**config.mk**
```make
export PLATFORM = sky130hd
export DESIGN_NAME = muldiv_controller
export DESIGN_NICKNAME = d
export VERILOG_FILES = /design/src/rtl/mips_muldiv_pkg.sv /design/src/rtl/muldiv_controller_chk.sv /design/src/rtl/muldiv_step.sv /design/src/rtl/muldiv_controller.sv
export SDC_FILE = /design/constraint.sdc
export NUM_CORES = 1
export LEC_CHECK = 0
export CORE_MARGIN = 1.5
export CORE_UTILIZATION = 47
export DETAILED_ROUTE_END_ITERATION = 10
export GPL_ROUTABILITY_DRIVEN = 1
export PLACE_DENSITY_LB_ADDON = 0.05
export SLEW_MARGIN = 10
export SYNTH_ARGS = -nofsm -noshare
export SYNTH_HDL_FRONTEND = slang
export SYNTH_SLANG_ARGS = --single-unit
```
**constraint.sdc**
```tcl
create_clock -name clk -period 13.9 [get_ports clk]
set_input_delay 3.475 -clock clk [delete_from_list [all_inputs] [get_ports clk]]
set_output_delay 3.475 -clock clk [all_outputs]
set_load 0.05 [all_outputs]
```
**src/rtl/mips_muldiv_pkg.sv**
```systemverilog
// Shared definitions for the iterative multiply/divide unit.
// Contents: default operand width, operation encoding, FSM state encoding
// and a helper that tells signed operations from unsigned ones.
package mips_muldiv_pkg;

    localparam int WIDTH_DEFAULT = 32;

    typedef enum logic [1:0] {
        OP_MULT  = 2'b00,
        OP_MULTU = 2'b01,
        OP_DIV   = 2'b10,
        OP_DIVU  = 2'b11
    } op_e;

    // FSM encoding kept as plain constants so older tools and netlists
    // can match on the raw two-bit value.
    localparam logic [1:0] ST_IDLE = 2'd0;
    localparam logic [1:0] ST_MUL  = 2'd1;
    localparam logic [1:0] ST_DIV  = 2'd2;
    localparam logic [1:0] ST_FIX  = 2'd3;

    // MULT and DIV work on magnitudes; MULTU and DIVU take operands raw.
    function automatic logic op_signed(input logic [1:0] op);
        return (op == OP_MULT) || (op == OP_DIV);
    endfunction

endpackage

```
**src/rtl/muldiv_controller_chk.sv**
```systemverilog
// Protocol checks for the multiply/divide controller.
// Ports: clk, reset, start, busy, mthi, mtlo (all observed, none driven).
// A new start while busy, or a start sharing a cycle with MTHI/MTLO, means
// the hazard logic upstream let an illegal sequence through.
module muldiv_controller_chk (
    input logic clk,
    input logic reset,
    input logic start,
    input logic busy,
    input logic mthi,
    input logic mtlo
);

    a_no_start_while_busy: assert property (
        @(posedge clk) disable iff (reset) !(start && busy));

    a_no_start_with_mt: assert property (
        @(posedge clk) disable iff (reset) !(start && (mthi || mtlo)));

endmodule

```
**src/rtl/muldiv_step.sv**
```systemverilog
// One iteration of the shared multiply/divide datapath (purely combinational).
// Ports:
//   is_div   : 1 = restoring-divide step, 0 = shift-add multiply step
//   acc      : 2*WIDTH accumulator {upper, lower}
//   divisor  : multiplier magnitude (mul) or divisor magnitude (div)
//   acc_next : accumulator after one iteration
// Multiply: upper half accumulates, lower half holds the remaining multiplier
// bits; the whole thing shifts right by one each step.
// Divide: upper half is the partial remainder, lower half shifts the dividend
// out at the top and the quotient bits in at the bottom.
module muldiv_step #(
    parameter int WIDTH = 32
) (
    input  logic                 is_div,
    input  logic [2*WIDTH-1:0]   acc,
    input  logic [WIDTH-1:0]     divisor,
    output logic [2*WIDTH-1:0]   acc_next
);

    logic [WIDTH:0] sum;
    logic [WIDTH:0] rem_shift;
    logic [WIDTH:0] diff;

    // Single iteration: add-and-shift for multiply, trial subtract for divide.
    always_comb begin
        sum       = {1'b0, acc[2*WIDTH-1:WIDTH]}
                  + (acc[0] ? {1'b0, divisor} : {(WIDTH+1){1'b0}});
        rem_shift = acc[2*WIDTH-1:WIDTH-1];
        diff      = rem_shift - {1'b0, divisor};
        if (is_div) begin
            // diff MSB clear means no borrow: the divisor fits, keep the difference.
            if (!diff[WIDTH]) begin
                acc_next = {diff[WIDTH-1:0], acc[WIDTH-2:0], 1'b1};
            end else begin
                acc_next = {rem_shift[WIDTH-1:0], acc[WIDTH-2:0], 1'b0};
            end
        end else begin
            acc_next = {sum, acc[WIDTH-1:1]};
        end
    end

endmodule

```
**src/rtl/muldiv_controller.sv**
```systemverilog
// Sequencer for the iterative 32-cycle multiply/divide unit and HI/LO.
// Ports:
//   clk, reset            : clock, asynchronous active-high reset
//   start, op, src_a/b    : mul/div issue from Execute (op: MULT/MULTU/DIV/DIVU)
//   flush                 : aborts an accept or a running operation
//   mfhi_d/mflo_d/muldiv_d: Decode-stage HI/LO consumers, used for stall
//   mthi, mtlo, wdata     : direct HI/LO writes from Execute
//   hi, lo                : architectural HI/LO registers
//   busy, stall, done     : in-flight flag, hazard stall, completion pulse
//   div_zero              : sticky flag for the last divide by zero
module muldiv_controller
    import mips_muldiv_pkg::*;
#(
    parameter int WIDTH = WIDTH_DEFAULT,
    parameter int CNTW  = 5
) (
    input  logic             clk,
    input  logic             reset,
    input  logic             start,
    input  logic [1:0]       op,
    input  logic [WIDTH-1:0] src_a,
    input  logic [WIDTH-1:0] src_b,
    input  logic             flush,
    input  logic             mfhi_d,
    input  logic             mflo_d,
    input  logic             muldiv_d,
    input  logic             mthi,
    input  logic             mtlo,
    input  logic [WIDTH-1:0] wdata,
    output logic [WIDTH-1:0] hi,
    output logic [WIDTH-1:0] lo,
    output logic             busy,
    output logic             stall,
    output logic             done,
    output logic             div_zero
);

    localparam logic [CNTW-1:0] LAST = CNTW'(WIDTH - 1);

    logic [1:0]         state;
    logic [CNTW-1:0]    count;
    logic [2*WIDTH-1:0] acc;
    logic [2*WIDTH-1:0] acc_next;
    logic [WIDTH-1:0]   divisor;
    logic               is_div;
    logic               neg_x;     // product / quotient sign
    logic               neg_a;     // remainder sign (follows the dividend)
    logic               dz;        // current divide has a zero divisor

    logic               sgn;
    logic [WIDTH-1:0]   mag_a;
    logic [WIDTH-1:0]   mag_b;
    logic [2*WIDTH-1:0] prod_fix;
    logic [WIDTH-1:0]   quo_fix;
    logic [WIDTH-1:0]   rem_fix;

    muldiv_step #(.WIDTH(WIDTH)) u_step (
        .is_div   (state == ST_DIV),
        .acc      (acc),
        .divisor  (divisor),
        .acc_next (acc_next)
    );

    muldiv_controller_chk u_chk (
        .clk   (clk),
        .reset (reset),
        .start (start),
        .busy  (busy),
        .mthi  (mthi),
        .mtlo  (mtlo)
    );

    // Operand magnitudes at issue and sign-corrected results at fix-up.
    always_comb begin
        sgn      = op_signed(op);
        mag_a    = (sgn && src_a[WIDTH-1]) ? -src_a : src_a;
        mag_b    = (sgn && src_b[WIDTH-1]) ? -src_b : src_b;
        prod_fix = neg_x ? -acc : acc;
        quo_fix  = neg_x ? -acc[WIDTH-1:0] : acc[WIDTH-1:0];
        rem_fix  = neg_a ? -acc[2*WIDTH-1:WIDTH] : acc[2*WIDTH-1:WIDTH];
    end

    // Status decode toward the pipeline hazard logic.
    always_comb begin
        busy  = (state != ST_IDLE);
        stall = busy && (mfhi_d || mflo_d || muldiv_d);
    end

    // FSM, iteration counter, datapath registers and HI/LO.
    always_ff @(posedge clk or posedge reset) begin
        if (reset) begin
            state    <= ST_IDLE;
            count    <= {CNTW{1'b0}};
            acc      <= {(2*WIDTH){1'b0}};
            divisor  <= {WIDTH{1'b0}};
            is_div   <= 1'b0;
            neg_x    <= 1'b0;
            neg_a    <= 1'b0;
            dz       <= 1'b0;
            hi       <= {WIDTH{1'b0}};
            lo       <= {WIDTH{1'b0}};
            done     <= 1'b0;
            div_zero <= 1'b0;
        end else begin
            done <= 1'b0;
            if (flush) begin
                // Abort wins over issue and over the final write.
                state <= ST_IDLE;
            end else begin
                case (state)
                    ST_IDLE: begin
                        if (start) begin
                            dz       <= op[1] && (src_b == {WIDTH{1'b0}});
                            // A zero-divisor divide returns the raw dividend in HI,
                            // so park it in the upper half for the next edge.
                            acc      <= (op[1] && (src_b == {WIDTH{1'b0}}))
                                      ? {src_a, mag_a} : {{WIDTH{1'b0}}, mag_a};
                            divisor  <= mag_b;
                            is_div   <= op[1];
                            neg_x    <= sgn && (src_a[WIDTH-1] ^ src_b[WIDTH-1]);
                            neg_a    <= sgn && src_a[WIDTH-1];
                            count    <= {CNTW{1'b0}};
                            div_zero <= 1'b0;
                            state    <= op[1] ? ST_DIV : ST_MUL;
                        end else begin
                            if (mthi) hi <= wdata;
                            if (mtlo) lo <= wdata;
                        end
                    end
                    ST_MUL: begin
                        acc   <= acc_next;
                        count <= count + {{(CNTW-1){1'b0}}, 1'b1};
                        if (count == LAST) state <= ST_FIX;
                    end
                    ST_DIV: begin
                        if (dz) begin
                            hi       <= acc[2*WIDTH-1:WIDTH];
                            lo       <= {WIDTH{1'b1}};
                            div_zero <= 1'b1;
                            done     <= 1'b1;
                            state    <= ST_IDLE;
                        end else begin
                            acc   <= acc_next;
                            count <= count + {{(CNTW-1){1'b0}}, 1'b1};
                            if (count == LAST) state <= ST_FIX;
                        end
                    end
                    ST_FIX: begin
                        if (is_div) begin
                            hi <= rem_fix;
                            lo <= quo_fix;
                        end else begin
                            hi <= prod_fix[2*WIDTH-1:WIDTH];
                            lo <= prod_fix[WIDTH-1:0];
                        end
                        done  <= 1'b1;
                        state <= ST_IDLE;
                    end
                    default: state <= ST_IDLE;
                endcase
            end
        end
    end

endmodule
```
== Word level (Yosys, flattened, before mapping) ==
Index checks and enable logic that the tools add are counted.

* Add/subtract/negate cells: 8
* Eq/ne operators: 12
* Multiplexer cells: 37
* Bitwise gates (word level): 2
* Reduce and logical (&&, ||, !) cells: 20

{| class="wikitable"
|+ Operator list
! cell !! number
|-
| $mux 32 || 13
|-
| $mux 64 || 6
|-
| $pmux 32 s3 || 2
|-
| $pmux 64 s3 || 1
|-
| $neg 32->32 || 4
|-
| $neg 64->64 || 1
|-
| $add 32x33->33 || 1
|-
| $sub 33x32->33 || 1
|-
| $logic_not 32->1 || 1
|-
| $pmux 5 s3 || 1
|-
| $ne 2x2->1 const B || 6
|-
| $mux 2 || 5
|-
| $mux 5 || 2
|-
| $reduce_and 5->1 || 2
|-
| $pmux 2 s4 || 1
|-
| $reduce_and 4->1 || 2
|-
| $eq 2x2->1 const B || 3
|-
| $reduce_bool 3->1 || 2
|-
| $add 5x1->5 const B || 1
|-
| $eq 5x5->1 const B || 1
|-
| $logic_and 1x1->1 || 5
|-
| $logic_not 2->1 || 2
|-
| $mux 1 || 4
|-
| $pmux 1 s2 || 2
|-
| other kinds (7) || 10
|}

* Register bits after elaboration: 173
* Bits of input ports: 107
* Output and inout port bits: 68

== Depth between registers and ports, before layout ==
* Depth in word-level cells: 7
* Gate-level depth with buffers: 15
* Gate-level depth less buffers: 13

== Modules after synthesis ==
A second synthesis with hierarchy kept.

* Cell total of the unflattened synthesis: 2,093
* Area total of the unflattened synthesis: 16,128.0 um2

{| class="wikitable"
|+ By module, submodules not included
! module !! instances !! cells an instance !! area an instance (um2) !! sequential area each (um2)
|-
| muldiv_controller || 1 || 1,399 || 11,360.9 || 4,329.2
|-
| muldiv_step || 1 || 694 || 4,767.1 || 0.0
|}

== Worst setup path after synthesis ==
Ideal clock, no wire load.

* Kind: input port to output port
* Start: input port mflo_d
* End: output port stall
* Data arrival time: 4,154 ps
* Required time: 10,425 ps
* Path slack: 6,271 ps
* Stages on the path: 2
* Buffers on the path: 0
* Path through: nor3_1 -> nor2_1

* Cells in the longest elaborated chain, start to end: 3

{| class="wikitable"
|+ Ends and longest elaborated chain
! element !! line !! RTL
|-
| from (decl) || muldiv_controller.sv:25 || <nowiki>input logic mflo_d,</nowiki>
|-
| $logic_or 1x1->1 (2 in series) || muldiv_controller.sv:86 || <nowiki>stall = busy && (mfhi_d || mflo_d || muldiv_d);</nowiki>
|-
| $logic_and 1x1->1 || muldiv_controller.sv:86 ||
|-
| to (decl) || muldiv_controller.sv:33 || <nowiki>output logic stall,</nowiki>
|}

No other way between the ends.

== Worst setup path in the final report ==
Ends and elaborated chain as after synthesis.

==> key figures <==
Status
  • Status: finished clean

Clocking
  • Clock sinks: roughly 170
  • TritonCTS buffer count: 17
  • Hold buffer count at CTS: 0
  • Clk pin slew, worst setup/hold paths: 60 ps
  • Clk Latency, worst-skew pair: 470 ps
  • Post-CTS setup buffer count: 0
  • Clock Path Buffers: 2
  • CTS tree: built
  • Root Driver: clkbuf_16
  • Post-CTS Resized: 0
  • H-tree Lvls: 4

STA
  • Fin Setup TNS: 0 ps
  • RSZ-0062 raised after global routing: no
  • Worst setup margin: 5540 ps
  • Clk_skew: 18.6 ps
  • Slew HR: 0.193
  • Final Setup Violations: 0
  • Hold Fails Final Rpt: 0
  • Final period util: 0.601
  • Worst-margin pin slew: 1210 ps
  • Fmax: 120 MHz
  • Max-slew violation count: 0
  • Crit path time final: 8360 ps

Worst setup path
  • CP Class: primary input to primary output
  • Critical Path, Cell by Cell: clkdlybuf4s50_1 -> nor3_1 -> nor2_1 -> clkdlybuf4s50_1
  • Slowest CP cell: clkdlybuf4s50_1
  • Worst Path Required: approximately 10,000 ps
  • Most used cell, CP: clkdlybuf4s50_1
  • Largest delay contributor family on the critical path: buffers and inverters
  • CP peak stage delay: 810 ps
  • Startpoint types: primary input
  • CP Capture Type: primary output
  • Worst Path Arrival: between 4000 and 5000 ps
  • Worst Path Max Fanout: 1
  • CP Buf/Inv Count: 2

Synth
  • Post-synthesis mux area share: 0.0400
  • Number of synthesized register bits: 173
  • Synthesis Warnings: 0
  • Post-synthesis xor/xnor area fraction: 0.0985
  • Syn Inst Count: a little under 2,000
  • Syn Area/Cell: 7.70 um^2
  • Ys flop type: dfrtp_1
  • Synth Area in Compound Gates: 0.259
  • Sequential share of the synthesized area: 0.287
  • Largest family of logic cells by synthesized area: compound AO/OA/AOI/OAI gates
  • Post-synthesis simple-gate area fraction: 0.203
  • Post-synthesis async set-or-reset flop share: 1.00
  • Post-synthesis cell type count: 77
  • Adder-cell area share of the yosys netlist: 0.0648
  • Mapped Area: 0.0151 mm^2
  • Number of synthesized flops with an enable pin: 0
  • Syn_nets: 2,146

Pwr
  • Gate power share: 0.666
  • Worst vdd ir: 0.000327 V
  • Share of power burned in registers: 0.230
  • Sw Ratio: 0.546
  • P_int: 2.15 mW
  • P_leak: 7.09 nW
  • Switch Pwr: ~2.6 mW
  • Total power: 4.73 mW
  • Power per cell area: 269 mW/mm^2
  • Clock share of power: 0.104

Route
  • WL final: 54,500 um
  • Wirelength per Cell: 22.1 um
  • DRT antenna net count: 0
  • DR vias/cell: 6.23
  • Via count: 15,300
  • DR pass1 iterations: 5
  • Residual DRC: 0
  • Drt initial violations: 1,544

Global routing
  • Vias in the first global route: 14,300
  • First-pass GRT wire length: 83,600 um
  • Initial antenna violation count: 0
  • GRT Residual Overflow: 0
  • Gr usage total: 0.329
  • Largest net degree at the start of global routing: 96

Place
  • Dpl hpwl: slightly above 40,000 um
  • Placer Congestion: between 0.9 and 1
  • Place WS: 5540 ps
  • PortBufs: 174

Min path
  • Hold Crit Class: register to register

Cells and area
  • N_diodes: 0
  • Final Util: 0.558
  • Synth-to-Final Area Change: 16.6%
  • Share of layout cells above drive strength 1: 0.0447
  • Post-layout net count: 2,232

Floorplanning
  • Row count: 65
  • Die Area: 0.0332 mm^2
  • Std-Cell Core Area: 0.0316 mm^2
  • Initial Utilization: 0.479
  • Chip height: between 150 and 200 um
  • Die W: 182 um
  • I/O pin count: 175

Flow run
  • Max_cap viols: 0
## tightest hold or removal path, stage by stage, from the launching register on
cell,delay (ps)
dfrtp_1,340
nand2_1,40
o21ai_0,60
## layout by cell type, fill, tap and decap left out, types with 15 or more instances in the layout
master,n
a221oi_1,41
nand2b_1,24
dfrtp_1,173
nor2b_1,15
inv_1,61
ha_1,72
xnor2_1,85
nand2_1,228
o211ai_1,17
nor4_1,18
buf_4,20
a211oi_1,20
mux2i_1,48
o31ai_1,23
nand3_1,33
clkbuf_16,17
o21a_1,16
o22ai_1,25
or3_1,15
nor3_1,32
a31oi_1,15
a21oi_1,169
clkdlybuf4s50_1,174
and3_1,22
o21ai_0,214
nor2_1,207
xor2_1,83
a21o_1,26
## worst paths after layout
check,cells past startpoint,end,slack [ps],from
setup / recovery,4,stall,5540,mflo_d
hold / removal,2,divisor[9],480,divisor[9]
setup reg to reg,14,acc[56],9030,acc[32]
hold reg to reg,2,divisor[9],480,divisor[9]
max in group asynchronous,3,hi[1],9170,reset
min in group asynchronous,2,lo[12],3510,reset
## power groups by stage
stage                     Sequential, mW  Clock, mW  Combinational (mW)
after floorplan                     1.21          0                2.04
after global placement              1.08          0                3.07
after detailed placement            1.09          0                3.10
after CTS                           1.08      0.494                3.11
after global routing                1.12      0.515                3.44
final                               1.09      0.493                3.15
## routing by layer
layer / track usage / wire (um)
met4: 0.174 / 2740
met3: 0.0453 / 3690
met5: 0 / 0
met1: 0.432 / 23700
met2: 0.527 / 24400
## stage by stage
step                      cells  instance area [um^2]  hold slack, ps
after floorplan            1962                 15100             445
after global placement     2431                 17000             462
after detailed placement   2431                 17000             471
after CTS                  2462                 17600             485
after global routing       2462                 17600             504
final                      2462                 17600             476
## cell usage after synthesis, types with 5 or more instances
| cell type | instances | share of area |
|---|---|---|
| or4_1 | 12 | 0.0060 |
| mux2i_1 | 48 | 0.032 |
| or3_1 | 16 | 0.0066 |
| nand2b_1 | 24 | 0.0099 |
| nor2b_1 | 15 | 0.0062 |
| a211oi_1 | 20 | 0.0099 |
| nor2_1 | 209 | 0.052 |
| nor3_1 | 32 | 0.011 |
| xnor2_1 | 85 | 0.049 |
| nand2_1 | 229 | 0.057 |
| a221o_1 | 7 | 0.0046 |
| a22oi_1 | 5 | 0.0025 |
| xor2_1 | 83 | 0.048 |
| a31oi_1 | 15 | 0.0062 |
| o41ai_1 | 12 | 0.0070 |
| a32oi_1 | 5 | 0.0029 |
| o22ai_1 | 25 | 0.010 |
| mux2_2 | 11 | 0.0082 |
| o21a_1 | 16 | 0.0080 |
| clkbuf_1 | 103 | 0.026 |
| o211ai_1 | 17 | 0.0084 |
| o31ai_1 | 23 | 0.011 |
| nand3b_1 | 6 | 0.0030 |
| nand4_1 | 11 | 0.0046 |
| a221oi_1 | 41 | 0.024 |
| buf_1 | 17 | 0.0042 |
| inv_1 | 62 | 0.015 |
| ha_1 | 75 | 0.062 |
| nand3_1 | 33 | 0.011 |
| o21bai_1 | 7 | 0.0035 |
| a21o_1 | 26 | 0.013 |
| nor4_1 | 18 | 0.0075 |
| and2_1 | 10 | 0.0041 |
| dfrtp_1 | 173 | 0.29 |
| o21ai_0 | 215 | 0.071 |
| and3_1 | 22 | 0.0091 |
| a21oi_1 | 169 | 0.056 |
## cells by family (layout without fill, tap and decap cells)
group,after synthesis,after routing
AND/OR/NAND/NOR,660,660
multiplexers,59,59
AO/OA/AOI/OAI,635,635
flip-flops,173,173
XOR/XNOR,169,169
adder cells (fa/ha/maj),77,77
buffers and inverters,189,287
## final cells by class
cell class,count,area [um^2]
inverter,62,238
sequential,173,4330
clock inverter,13,131
multi-input combinational,1600,10100
timing repair buffer,194,1890
clock buffer,18,429
tap,402,503
fill,3077,13900
## state kept, by name (all words and copies together), names as in the netlist
name      count
acc          64
count         5
div_zero      1
divisor      32
done          1
dz            1
hi           32
is_div        1
lo           32
neg_a         1
neg_x         1
state         2
Power figures use the tool's default switching activity.
